==> config.mk <==
export PLATFORM = sky130hd
export DESIGN_NAME = hazard_ctrl_mdu
export DESIGN_NICKNAME = d
export VERILOG_FILES = /design/src/rtl/hazard_ctrl_mdu_pkg.sv /design/src/rtl/hazard_ctrl_mdu_sat_counter.sv /design/src/rtl/hazard_ctrl_mdu.sv
export SDC_FILE = /design/constraint.sdc
export NUM_CORES = 1
export LEC_CHECK = 0
export CAP_MARGIN = 20
export CORE_ASPECT_RATIO = 0.8
export CORE_UTILIZATION = 43
export DETAILED_ROUTE_END_ITERATION = 16
export GPL_TIMING_DRIVEN = 1
export PLACE_DENSITY = 0.85
export SKIP_CTS_REPAIR_TIMING = 1
export SYNTH_ARGS = -nofsm -noshare
export SYNTH_HDL_FRONTEND = slang
export SYNTH_HIERARCHICAL = 1
export SYNTH_SLANG_ARGS = --single-unit
==> constraint.sdc <==
create_clock -name clk -period 3.7 [get_ports clk]
set_clock_uncertainty 0.15 [all_clocks]
set_input_delay 0.74 -clock clk [delete_from_list [all_inputs] [get_ports clk]]
set_output_delay 0.74 -clock clk [all_outputs]
set_load 0.05 [all_outputs]
==> src/rtl/hazard_ctrl_mdu_pkg.sv <==
// Shared pipeline types for the hazard controller.
//   fwd_sel_t  : E-stage operand source select (regfile / W result / M ALU result)
//   REG_AW_DEF : default register-index width
//   fwd_pick   : resolves M/W hits into a select, M winning because it is younger
package hazard_ctrl_mdu_pkg;

    localparam int REG_AW_DEF = 5;

    typedef enum logic [1:0] {
        FWD_RF = 2'b00,
        FWD_W  = 2'b01,
        FWD_M  = 2'b10
    } fwd_sel_t;

    function automatic fwd_sel_t fwd_pick(input logic hit_m, input logic hit_w);
        fwd_sel_t sel;
        sel = FWD_RF;
        if (hit_m) begin
            sel = FWD_M;
        end else if (hit_w) begin
            sel = FWD_W;
        end
        return sel;
    endfunction

endpackage

==> src/rtl/hazard_ctrl_mdu_sat_counter.sv <==
// Saturating up-counter used for the hazard performance counters.
//   clk   : clock, rising edge
//   rst   : synchronous active-high clear
//   inc   : count this cycle
//   count : current value; sticks at all-ones instead of wrapping
module sat_counter #(
    parameter int W = 32
) (
    input  logic         clk,
    input  logic         rst,
    input  logic         inc,
    output logic [W-1:0] count
);

    logic [W-1:0] r_count;

    always_ff @(posedge clk) begin
        if (rst) begin
            r_count <= '0;
        end else if (inc && (r_count != '1)) begin
            r_count <= r_count + W'(1);
        end
    end

    assign count = r_count;

endmodule

==> src/rtl/hazard_ctrl_mdu.sv <==
// Hazard controller for a 5-stage pipeline with an iterative MDU in E.
//   Inputs : D/E/M/W register indices and use/write qualifiers, memreadE (load in E),
//            mdu_opE (MDU op in E), pcsrcE (redirect resolved in E), clk, rst (sync, high)
//   Outputs: forwardaE/forwardbE operand selects, stallF/D/E, flushD/E/M,
//            mdu_busy, stall_cnt, redirect_cnt
// Priority of pipeline control: redirect > MDU occupancy > load-use.
module hazard_ctrl_mdu
    import hazard_ctrl_mdu_pkg::*;
#(
    parameter int REG_AW  = REG_AW_DEF,
    parameter int MDU_LAT = 4,
    parameter int CNT_W   = 32
) (
    input  logic              clk,
    input  logic              rst,
    input  logic [REG_AW-1:0] rs1D,
    input  logic [REG_AW-1:0] rs2D,
    input  logic              use_rs1D,
    input  logic              use_rs2D,
    input  logic [REG_AW-1:0] rs1E,
    input  logic [REG_AW-1:0] rs2E,
    input  logic [REG_AW-1:0] rdE,
    input  logic              memreadE,
    input  logic              mdu_opE,
    input  logic              pcsrcE,
    input  logic [REG_AW-1:0] rdM,
    input  logic [REG_AW-1:0] rdW,
    input  logic              regwriteM,
    input  logic              regwriteW,
    output logic [1:0]        forwardaE,
    output logic [1:0]        forwardbE,
    output logic              stallF,
    output logic              stallD,
    output logic              stallE,
    output logic              flushD,
    output logic              flushE,
    output logic              flushM,
    output logic              mdu_busy,
    output logic [CNT_W-1:0]  stall_cnt,
    output logic [CNT_W-1:0]  redirect_cnt
);

    // cycle index of the MDU op currently in E; LAST is its final (non-stalling) cycle
    localparam int            CW   = (MDU_LAT > 1) ? $clog2(MDU_LAT) : 1;
    localparam logic [CW-1:0] LAST = CW'(MDU_LAT - 1);

    logic [CW-1:0] r_cnt;
    logic          w_load_use;
    logic          w_mdu_busy;
    fwd_sel_t      w_fwd_a;
    fwd_sel_t      w_fwd_b;

    // Forwarding is purely index-based and stays live through stalls
    always_comb begin
        w_fwd_a = fwd_pick(regwriteM && (rdM != '0) && (rdM == rs1E),
                           regwriteW && (rdW != '0) && (rdW == rs1E));
        w_fwd_b = fwd_pick(regwriteM && (rdM != '0) && (rdM == rs2E),
                           regwriteW && (rdW != '0) && (rdW == rs2E));
    end

    assign forwardaE = w_fwd_a;
    assign forwardbE = w_fwd_b;

    assign w_load_use = memreadE && (rdE != '0) &&
                        ((use_rs1D && (rdE == rs1D)) || (use_rs2D && (rdE == rs2D)));

    // A redirect kills the MDU op, so it must not also hold the pipe
    assign w_mdu_busy = mdu_opE && !pcsrcE && (r_cnt != LAST);
    assign mdu_busy   = w_mdu_busy;

    always_ff @(posedge clk) begin
        if (rst || pcsrcE) begin
            r_cnt <= '0;
        end else if (w_mdu_busy) begin
            r_cnt <= r_cnt + CW'(1);
        end else if (mdu_opE) begin
            r_cnt <= '0;
        end
    end

    always_comb begin
        stallF = 1'b0;
        stallD = 1'b0;
        stallE = 1'b0;
        flushD = 1'b0;
        flushE = 1'b0;
        flushM = 1'b0;
        if (pcsrcE) begin
            flushD = 1'b1;
            flushE = 1'b1;
        end else if (w_mdu_busy) begin
            // E is held, M gets bubbles; a pending load-use is re-checked once E moves
            stallF = 1'b1;
            stallD = 1'b1;
            stallE = 1'b1;
            flushM = 1'b1;
        end else if (w_load_use) begin
            stallF = 1'b1;
            stallD = 1'b1;
            flushE = 1'b1;
        end
    end

    sat_counter #(.W(CNT_W)) u_stall_cnt (
        .clk   (clk),
        .rst   (rst),
        .inc   (stallF),
        .count (stall_cnt)
    );

    sat_counter #(.W(CNT_W)) u_redirect_cnt (
        .clk   (clk),
        .rst   (rst),
        .inc   (pcsrcE),
        .count (redirect_cnt)
    );

endmodule

==> impl_metrics.tcl, run 1 <==
set metrics [dict create \
    dp_hpwl_mm 8.38 \
    core_um2 8630 \
    cp.required_ns 2.81 \
    drv_cap 0 \
    clk_pin_slew_ns 0.05 \
    wl_per_cell_um 16.5 \
    yosysWarningCount 6 \
    grt_max_degree 49 \
    ys_seq_area_frac 0.340 \
    fp.dieW_um 108 \
    cp_data_arrival_time_ns 2.61 \
    finalHoldViolCount 0 \
    setup_viol 0 \
    drc 0 \
    synth-compound-area-share 0.174 \
    numClockSinks 66 \
    maxSlewHeadroom 0.385 \
    worstPathMaxFanout 3 \
    ant_nets 0 \
    min_from "u_redirect_cnt/count[15]" \
    port_buffers 118 \
    worst_slack_ns 0.198 \
    rsz0062_at_grt "no" \
    r2r_end "u_stall_cnt/count[21]" \
    worstSetupStartpointType "input port" \
    synth_cells 466 \
    synth_xor_area_frac 0.0991 \
    drive_above_1_share 0.107 \
    drt_pre_antenna_iters 5 \
    nNetsFinal 633 \
    hold_path.class "reg -> reg" \
    drt-vias-per-instance 6.13 \
    final.period_utilization 0.947 \
    cts-root-buf "clkbuf_16" \
    setup-tns-final_ns 0 \
    cellLeakagePower_nw 1.79 \
    n_antenna_cell 0 \
    min_path_cells 2 \
    place_ws_ns -0.0422 \
    cts_tree "done" \
    min_to "u_redirect_cnt/count[15]" \
    dr.first_iter.drc_count 334 \
    cp-end-kind "primary output" \
    cts_buffer_depth 2 \
    synth_fa_ha_area_frac 0.00965 \
    outcome "finished, final reports clean" \
    synth.distinct_cells 44 \
    area_delta_synth_final_pct 44.0 \
    worst_slew_pin_slew_ns 0.923 \
    routed_wl_mm 11.6 \
    cts_buffers 9 \
    reg2reg_depth 6 \
    fin_util 0.649 \
    grt_pass1_vias 4048 \
    synth_edf_count 0 \
    synthArstFlopShare 0 \
    gp_congestion 0.839 \
    ys.flop_type "dfxtp_1" \
    synth-seq-cells 66 \
    netlist_area_um2 3890 \
    min_period_ns 3.50 \
    nFillCells 737 \
    synthMuxAreaShare 0.0193 \
    worstSetupPathType "in -> out" \
    drv_slew 0 \
    grt_pass1_wl_mm 18.5 \
    fp-row-count 30 \
    reg2reg_slack_ns 0.79 \
    synth_top_family_by_area "simple AND/OR/NAND/NOR gates" \
    fin_hold_ws_ns 0.350 \
    grt_use_total 0.248 \
    die_y_um 87.1 \
    ir_drop_uv 310 \
    ios 119 \
    syn-num-nets 513 \
    yosys.area_share.simple 0.322 \
    start_util 0.451 \
    p_per_area_nw_per_um2 310 \
    die_area_um2 9430 \
    clkLatencyLatePin_ns 0.32 \
    synth_area_per_cell_um2 8.35 \
    via_count 4303 \
    fmax_mhz 286 \
    r2r-start "u_stall_cnt/count[13]" \
    overflow 0 \
    antenna_found_initial 0 \
    htreeDepth 3 \
]
## critical path, cell delays in order
cell and delay, ns:
clkdlybuf4s50_1 0.48, or4_1 0.55, o21ai_2 0.16, nor4_1 0.12
nor4_2 0.38, buf_12 0.18
## power breakdown
group / internal [mW] / switching, mW
clock: 0.534 / 0.293
combinational: 0.0919 / 0.0981
sequential: 0.716 / 0.00613
total: 1.34 / 0.397
## stage by stage
stage | area, um2 | total power [mW] | std cells
6_report | 5600 | 1.74 | 702
5_1_grt | 5600 | 1.80 | 702
4_1_cts | 5600 | 1.75 | 702
3_5_place_dp | 5320 | 0.927 | 687
3_3_place_gp | 5320 | 0.922 | 687
2_1_floorplan | 3920 | 0.829 | 466
## cells in the final DEF (no fill, tap or decap), types with 3 or more instances in the layout
cell / count
nor2_1: 30
clkbuf_16: 9
clkdlybuf4s50_1: 107
mux2i_1: 3
inv_1: 7
xnor2_1: 20
nor3b_1: 4
a21oi_1: 45
buf_12: 7
nor4_1: 10
nor4_2: 5
and4_1: 8
or4_1: 29
xor2_1: 24
or3_1: 20
o21ai_0: 17
ha_1: 3
a2111oi_0: 4
nand3_1: 28
nand4_1: 20
dfxtp_1: 66
nor3_1: 7
and3_1: 6
buf_4: 19
o31ai_1: 25
nand2_1: 21
nor2b_1: 4
## routing by layer
metal / vias up / GRT usage / share of wire
met5: - / 0 / 0
met4: 0 / 0.111 / 0.020
met3: 28 / 0.0606 / 0.088
met2: 223 / 0.419 / 0.49
met1: 2036 / 0.299 / 0.41
li1: 2016 / - / -
## Yosys cell counts, types with 6 or more instances
cell	number	area, um2
a21oi_1	45	225
and3_1	6	37.5
and4_1	8	70.1
buf_2	6	30.0
clkbuf_1	16	60.1
dfxtp_1	66	1320
inv_1	7	26.3
nand2_1	21	78.8
nand3_1	28	140
nand4_1	20	125
nor2_1	30	113
nor3_1	8	40.0
nor4_1	12	75.1
o21ai_0	17	85.1
o31ai_1	26	195
or3_1	20	125
or4_1	29	218
xnor2_1	20	175
xor2_1	24	210
## logic make-up after synthesis
kind of cell	Yosys count
xor+xnor	44
fa+ha+maj	3
buf+inv	32
flops	66
mux	7
simple gates	209
compound gates	105
## flip-flops by register name, summed over array words and instances (netlist names)
signal                count
r_cnt                     2
u_stall_cnt/count        32
u_redirect_cnt/count     32
## worst max path at each step
stage                     depth (start not counted)    from  slack, ns                     to
final                                             6  rdM[4]       0.20           forwardbE[0]
after global routing                              6  rdM[3]       0.05           forwardbE[0]
after CTS                                         6  rdM[4]       0.19           forwardbE[0]
after detailed placement                         11  rdE[3]      -0.04  u_stall_cnt/count[25]
after global placement                           11  rdE[3]       0.06  u_stall_cnt/count[25]
after floorplan                                   4  rdM[4]      -0.29           forwardaE[0]
## cell type report
class / count / area (um2) / share of cell area
Sequential cell: 66 / 1320 / 0.236
Inverter: 7 / 26.3 / 0.00469
Clock buffer: 12 / 246 / 0.0440
Multi-Input combinational cell: 368 / 2470 / 0.441
Timing Repair Buffer: 134 / 1360 / 0.243
Clock inverter: 3 / 40.0 / 0.00715
Tap cell: 112 / 140 / 0.0250
Power figures use the tool's default switching activity.
==> inputs of run 2 (changes only) <==
==> constraint.sdc (replaced) <==
create_clock -name clk -period 3.7 [get_ports clk]
set_clock_uncertainty 0.15 [all_clocks]
set_input_delay 0.37 -clock clk [delete_from_list [all_inputs] [get_ports clk]]
set_output_delay 0.37 -clock clk [all_outputs]
set_load 0.05 [all_outputs]
==> impl_metrics.tcl, run 2 (same netlist as run 1, synthesis figures left out) <==
set metrics [dict create \
    outcome "finished, final reports clean" \
    hold_path.class "reg -> reg" \
    area_delta_synth_final_pct 41.0 \
    min_from "u_redirect_cnt/count[23]" \
    dr.first_iter.drc_count 219 \
    setup_viol 0 \
    dp_hpwl_mm 8.12 \
    p_per_area_nw_per_um2 309 \
    clk_pin_slew_ns 0.05 \
    drt-vias-per-instance 5.92 \
    cp_data_arrival_time_ns 2.81 \
    nFillCells 738 \
    cp-startpoint "rdM[4]" \
    worstSetupPathType "in -> out" \
    worst_slew_pin_slew_ns 0.981 \
    worst_path_most_repeated_cell "clkdlybuf4s50_1" \
    drv_slew 0 \
    cpMaxStageDelayCell "clkdlybuf4s50_1" \
    cts-root-buf "clkbuf_16" \
    antenna_found_initial 0 \
    ir_drop_uv 188 \
    htreeDepth 3 \
    finalHoldViolCount 0 \
    clkPwrFrac 0.468 \
    gp_congestion 0.872 \
    worstPathMaxFanout 3 \
    min_period_ns 3.33 \
    drt_pre_antenna_iters 5 \
    min_to "u_redirect_cnt/count[23]" \
    drc 0 \
    fmax_mhz 300 \
    core_um2 8630 \
    cp-end-kind "primary output" \
    n_antenna_cell 0 \
    cp.required_ns 3.18 \
    grt_pass1_vias 3798 \
    ios 119 \
    routed_wl_mm 11.0 \
    reg2reg_slack_ns 0.99 \
    r2r_end "u_redirect_cnt/count[21]" \
    numClockSinks 66 \
    maxSlewHeadroom 0.346 \
    dp.cells 682 \
    clkLatencyLatePin_ns 0.32 \
    place_ws_ns 0.194 \
    switchingPower_uw 391 \
    final.period_utilization 0.900 \
    finalNonFillerCells 698 \
    power_frac_seq 0.425 \
    cts_buffers 9 \
    die_area_um2 9430 \
    fp-row-count 30 \
    combPwrFrac 0.106 \
    worstSetupStartpointType "input port" \
    p_int_mw 1.31 \
    crit_family "buffers and inverters" \
    rsz0062_at_grt "no" \
    crit_path_max_incr_delay_ns 0.84 \
    nNetsFinal 628 \
    via_count 4134 \
    min_path_cells 2 \
    drv_cap 0 \
    finalPower_mw 1.70 \
    grt_pass1_wl_mm 17.3 \
    start_util 0.451 \
    crit_path_cell_trace "clkdlybuf4s50_1 -> or4_1 -> o21ai_2 -> nor4_1 -> nor4_2 -> clkdlybuf4s50_1" \
    r2r-start "u_redirect_cnt/count[16]" \
    swShare 0.230 \
    die_y_um 87.1 \
    final_cell_mix "clkdlybuf4s50_1 (115), dfxtp_1 (66), a21oi_1 (45), nor2_1 (30), or4_1 (29)" \
    overflow 0 \
    grt_use_total 0.231 \
    cts_tree "done" \
    wl_per_cell_um 15.7 \
    drive_above_1_share 0.0870 \
    cp_num_buf_inv 2 \
    worst_slack_ns 0.371 \
    setup-tns-final_ns 0 \
    cellLeakagePower_nw 1.71 \
    reg2reg_depth 6 \
    fp.dieW_um 108 \
    ant_nets 0 \
    grt_max_degree 55 \
    cts_buffer_depth 2 \
    final_common_cell "clkdlybuf4s50_1" \
    port_buffers 118 \
]
## run 2: changes by cell type in the layout (fill, tap and decap cells not counted)
cell	change
clkdlybuf4s50_1	+8
clkbuf_8	+2
bufinv_16	-1
nor4_2	+1
nor4_4	-1
buf_4	-6
buf_12	-7
## run 2: cell type report
| cell class | instances | area (um2) | share of cell area |
|---|---|---|---|
| multi-input cells | 368 | 2460 | 0.449 |
| flip-flops and latches | 66 | 1320 | 0.241 |
| repair buffers | 129 | 1250 | 0.229 |
| clock buffers | 14 | 274 | 0.0499 |
| well taps | 112 | 140 | 0.0255 |
| inverters | 7 | 26.3 | 0.00479 |
| clock inverters | 2 | 10.0 | 0.00182 |
## run 2: metrics by stage
| step | cell area [um2] | hold slack, ns | utilization |
|---|---|---|---|
| final | 5490 | 0.344 | 0.636 |
| after global routing | 5490 | 0.360 | 0.636 |
| after CTS | 5490 | 0.345 | 0.636 |
| after detailed placement | 5200 | 0.335 | 0.603 |
| after global placement | 5200 | 0.325 | 0.603 |
| after floorplan | 3910 | 0.297 | - |
## run 2: how the worst max path moves through the flow
stage / to / cells past startpoint
final: forwardaE[0] / 6
after global routing: u_stall_cnt/count[31] / 10
after CTS: forwardaE[0] / 6
after detailed placement: u_stall_cnt/count[31] / 10
after global placement: u_stall_cnt/count[31] / 10
after floorplan: u_stall_cnt/count[31] / 9
## run 2: worst reg2reg max path, stage by stage (launching register included)
cell and delay, ns:
dfxtp_1 0.47, nand3_2 0.18, or3b_1 0.55, nor4_2 0.49
buf_4 0.35, nor3b_1 0.10, mux2_1 0.32
## run 2: metal layers
layer,track usage,vias to the layer above,part of all wire
met1,0.279,1958,0.43
met4,0.0614,0,0.0069
li1,-,2016,-
met3,0.0591,10,0.075
met2,0.408,150,0.49
met5,0,-,0
## run 2: power by group through the flow
stage          Sequential, mW  Combinational (mW)  Clock, mW
2_1_floorplan           0.749              0.0795          0
3_3_place_gp            0.737               0.176          0
3_5_place_dp            0.737               0.181          0
4_1_cts                 0.722               0.182      0.813
5_1_grt                 0.723               0.191      0.848
6_report                0.722               0.181      0.795
==> RTL change 1, RTL diff (flow settings as in run 1) <==
Change the parameter `CNT_W` from 32 to 64.
--- a/src/rtl/hazard_ctrl_mdu.sv
+++ b/src/rtl/hazard_ctrl_mdu.sv
@@ -11,3 +11,3 @@
     parameter int MDU_LAT = 4,
-    parameter int CNT_W   = 32
+    parameter int CNT_W   = 64
 ) (
Ports: changed (resized redirect_cnt and stall_cnt); port bits go from 119 to 183. No check against the original RTL was run, so the function may have changed too.
==> RTL change 1 against run 1 <==
Via count increased by 72%; global-route usage is 1.1 points lower; routed wire length grew 82%; power grew 88%; worst setup slack lost 14 ps; area after synthesis grew 88%; sequential cell count is 64 higher; cell area rose by 81%; largest cell class unchanged.
==> RTL change 1: results <==
{
  "area_growth_pct": 38.4,
  "cp_slowest_cell": "nor4_1",
  "placed_area_um2": 9550,
  "r2r-start": "u_redirect_cnt/count[16]",
  "wirelength_um": 21100,
  "crit_path_end": "forwardaE[0]",
  "r2r_slack_ps": 640,
  "worstHoldEndpoint": "u_stall_cnt/count[21]",
  "drt_iter0_markers": 563,
  "cts-htree-levels": 4,
  "met2_usage_pct": 36.9,
  "critPathMaxStageDelay_ps": 710,
  "multi_input_cells": 674,
  "final-seq-area_um2": 2600,
  "synth_area_leaders": "dfxtp_1 36%, xor2_1 7.4%, nor2_1 5.3%, nand4_1 3.9%, nand3_1 3.6%",
  "buffer_area_share_pct": 21.1,
  "fillers": 1407,
  "io_buffers": 182,
  "use_met3_pct": 6.68,
  "clk_share_pct": 5.62,
  "post-place-ws_ps": -152,
  "outcome": "complete, no violations",
  "leakagePower_uw": 0.00360,
  "multiInputGateArea_um2": 4440,
  "final_layout_size_suffix_gt1_share_pct": 11.4,
  "wl_per_cell_um": 16.3,
  "dp_cells": 1260,
  "grtUsageTotal_pct": 23.7,
  "layout.nets": 1107,
  "timing.hold.ws_ps": 366,
  "wl_met2_um": 9390,
  "relSlewSlack_pct": 35.7,
  "synthCells": 868,
  "fin_crit_sh_pct": 95.0,
  "startpoint": "rdM[0]",
  "hold_start": "u_stall_cnt/count[21]",
  "via_count": 7406,
  "grt_pass1_wl_um": 33800
}
-- RTL change 1: changes by cell type after synthesis, sizes merged, moves of 28 or more --
cell   before  now
nor2       30  104
nand2      21   49
dfxtp      66  130
nand4      20   56
xor2       24   62
-- RTL change 1: worst max-delay path, delay by kind of cell --
kind | cells | cell delay, ps
xor+xnor | 1 | 140
simple gates | 3 | 970
buf+inv | 2 | 760
-- RTL change 1: cell families (layout without fill, tap and decap cells) --
kind of cell / Yosys count / count (layout) / synth area share (%)
buffers and inverters: 64 / 268 / 4.02
xor gates and xnor gates: 84 / 84 / 10.1
and+or+nand+nor: 437 / 437 / 35.0
DFF: 130 / 130 / 35.6
adders and majority gates: 3 / 3 / 0.513
AOI/OAI and AO/OA: 125 / 125 / 10.7
muxes: 25 / 25 / 4.11
-- RTL change 1: power breakdown --
part	leakage, µW	switching [µW]	internal, µW
clock network	0.000275	647	978
registers	0.00105	5.76	1400
logic	0.00228	127	106
==> RTL change 2, RTL diff (flow settings as in run 1) <==
Without the edit above. Reset style: asynchronous (`rst`), changed in one clocked block.
--- a/src/rtl/hazard_ctrl_mdu_sat_counter.sv
+++ b/src/rtl/hazard_ctrl_mdu_sat_counter.sv
@@ -16,3 +16,3 @@
 
-    always_ff @(posedge clk) begin
+    always_ff @(posedge clk or posedge rst) begin
         if (rst) begin
Behaviour: differs if rst is asserted again (counterexample within 4 cycles, from zero or initial values and one cycle with rst high); with rst held inactive, the same outputs for 10 cycles.
==> RTL change 2 against run 1 <==
Worst setup slack better by 1.9 ps; cell area is 5.2% lower; count of clock-buffer cells in the layout is 3 lower; sequential cell count stayed put; area after synthesis is 5.8% lower; maximum frequency hardly changed; register-to-register slack better by 190 ps; routed wire length is 19% lower; first-iteration DRC count is 62% lower; synthesized cell count is 26% lower; critical path type unchanged.
Power is not compared: it rests on default switching activity, and its combinational part moved more than twofold at a synthesized area within 25%.
==> RTL change 2: results <==
{
  "outcome": "complete, no violations",
  "synthMuxAreaShare_pct": 1.43,
  "grt_pass1_vias": 3178,
  "cts-htree-levels": 3,
  "clockRootBuffer": "clkbuf_8",
  "dr.pass1.iters": 4,
  "clkTransAtPathRegs_ps": 70,
  "synthAdderAreaFrac_pct": 1.02,
  "vias_per_cell": 5.39,
  "gp_congestion": 0.873,
  "crit_path_max_fanout": 8,
  "hpwl_um": 7210,
  "synth_compound_area_share_pct": 6.42,
  "seq_area_frac_synth_pct": 44.8,
  "cp_slowest_cell": "clkdlybuf4s50_1",
  "tightest_slew_ps": 867,
  "syn_nets": 393,
  "wl_per_cell_um": 15.9,
  "synth_flop_cell": "dfrtp_1",
  "fillers": 629,
  "diodes": 0,
  "async_flop_share_pct": 97.0,
  "synth_area_leaders": "dfrtp_1 44%, xnor2_1 14%, nand3_1 6.3%, xor2_1 6.2%, and3_1 3.4%",
  "critPathMaxStageDelay_ps": 480,
  "leakagePower_uw": 0.00216,
  "yosysUniqueCellTypes": 38,
  "layout.nets": 526,
  "grt_start_max_net_pins": 33,
  "synth_xor_area_share_pct": 20.6,
  "slew_viol_final": 0,
  "grtUsageTotal_pct": 22.4,
  "clockBufferDepth": 2,
  "hold_class": "reg2reg",
  "final_layout_size_suffix_gt1_share_pct": 12.8,
  "cp_top_family": "buffers and inverters",
  "clkLatencyLatePin_ps": 350,
  "drt_iter0_markers": 126,
  "grt_pass1_wl_um": 15600,
  "synth_common_cells": "64 x dfrtp_1, 60 x xnor2_1, 46 x nand3_1"
}
==> RTL change 2: power groups by stage <==
stage | clock network (µW) | registers, µW | logic [µW]
4_1_cts | 614 | 901 | 710
3_5_place_dp | 0 | 912 | 706
5_1_grt | 643 | 919 | 746
2_1_floorplan | 0 | 1130 | 205
6_report | 599 | 902 | 707
3_3_place_gp | 0 | 909 | 689
==> RTL change 2: layout make-up <==
class	count	area (µm²)	area share (%)
flip-flops and latches	66	1640	30.9
clock inverters	7	70.1	1.32
multi-input cells	262	1970	37.0
repair buffers	131	1340	25.2
clock buffers	9	124	2.33
well taps	108	135	2.55
inverters	9	33.8	0.636
==> RTL change 2: worst reg2reg max path: cells and delay by family, from the launching register on <==
family | cells | cell delay, ps
mux | 1 | 350
simple gates | 4 | 1660
flops | 1 | 460
==> RTL change 2: final timing paths <==
| check | startpoint | to | slack, ps | depth (start not counted) |
|---|---|---|---|---|
| setup / recovery | rdE[3] | stallD | 200 | 7 |
| hold / removal | u_stall_cnt/count[10] | u_stall_cnt/count[10] | 350 | 1 |
| setup reg to reg | u_redirect_cnt/count[13] | u_redirect_cnt/count[1] | 980 | 5 |
| hold reg to reg | u_stall_cnt/count[10] | u_stall_cnt/count[10] | 350 | 1 |
| max in group asynchronous | rst | u_redirect_cnt/count[17] | 2360 | 3 |
| min in group asynchronous | rst | u_stall_cnt/count[0] | 740 | 3 |
==> RTL change 2: cells by family after synthesis <==
group / Yosys count
AOI/OAI and AO/OA: 23
and+or+nand+nor: 145
xor gates and xnor gates: 86
buffers and inverters: 18
adders and majority gates: 3
DFF: 66
muxes: 5
==> RTL change 2: routing by layer <==
metal	GRT usage (%)	part of all wire, %	vias to the layer above
met3	6.21	4.1	6
met1	29.4	44	1584
li1	-	-	1518
met2	36.8	51	84
met5	0	0	-
met4	5.12	0.69	0
==> RTL change 2: per-stage QoR <==
stage	cells	hold slack [ps]	cell area [µm²]	setup slack [ps]	power, µW
6_report	592	347	5310	200	2210
5_1_grt	592	374	5310	118	2310
4_1_cts	592	349	5310	199	2230
3_5_place_dp	576	338	5110	-55.0	1620
3_3_place_gp	576	330	5110	38.2	1600
2_1_floorplan	346	342	3690	-295	1340
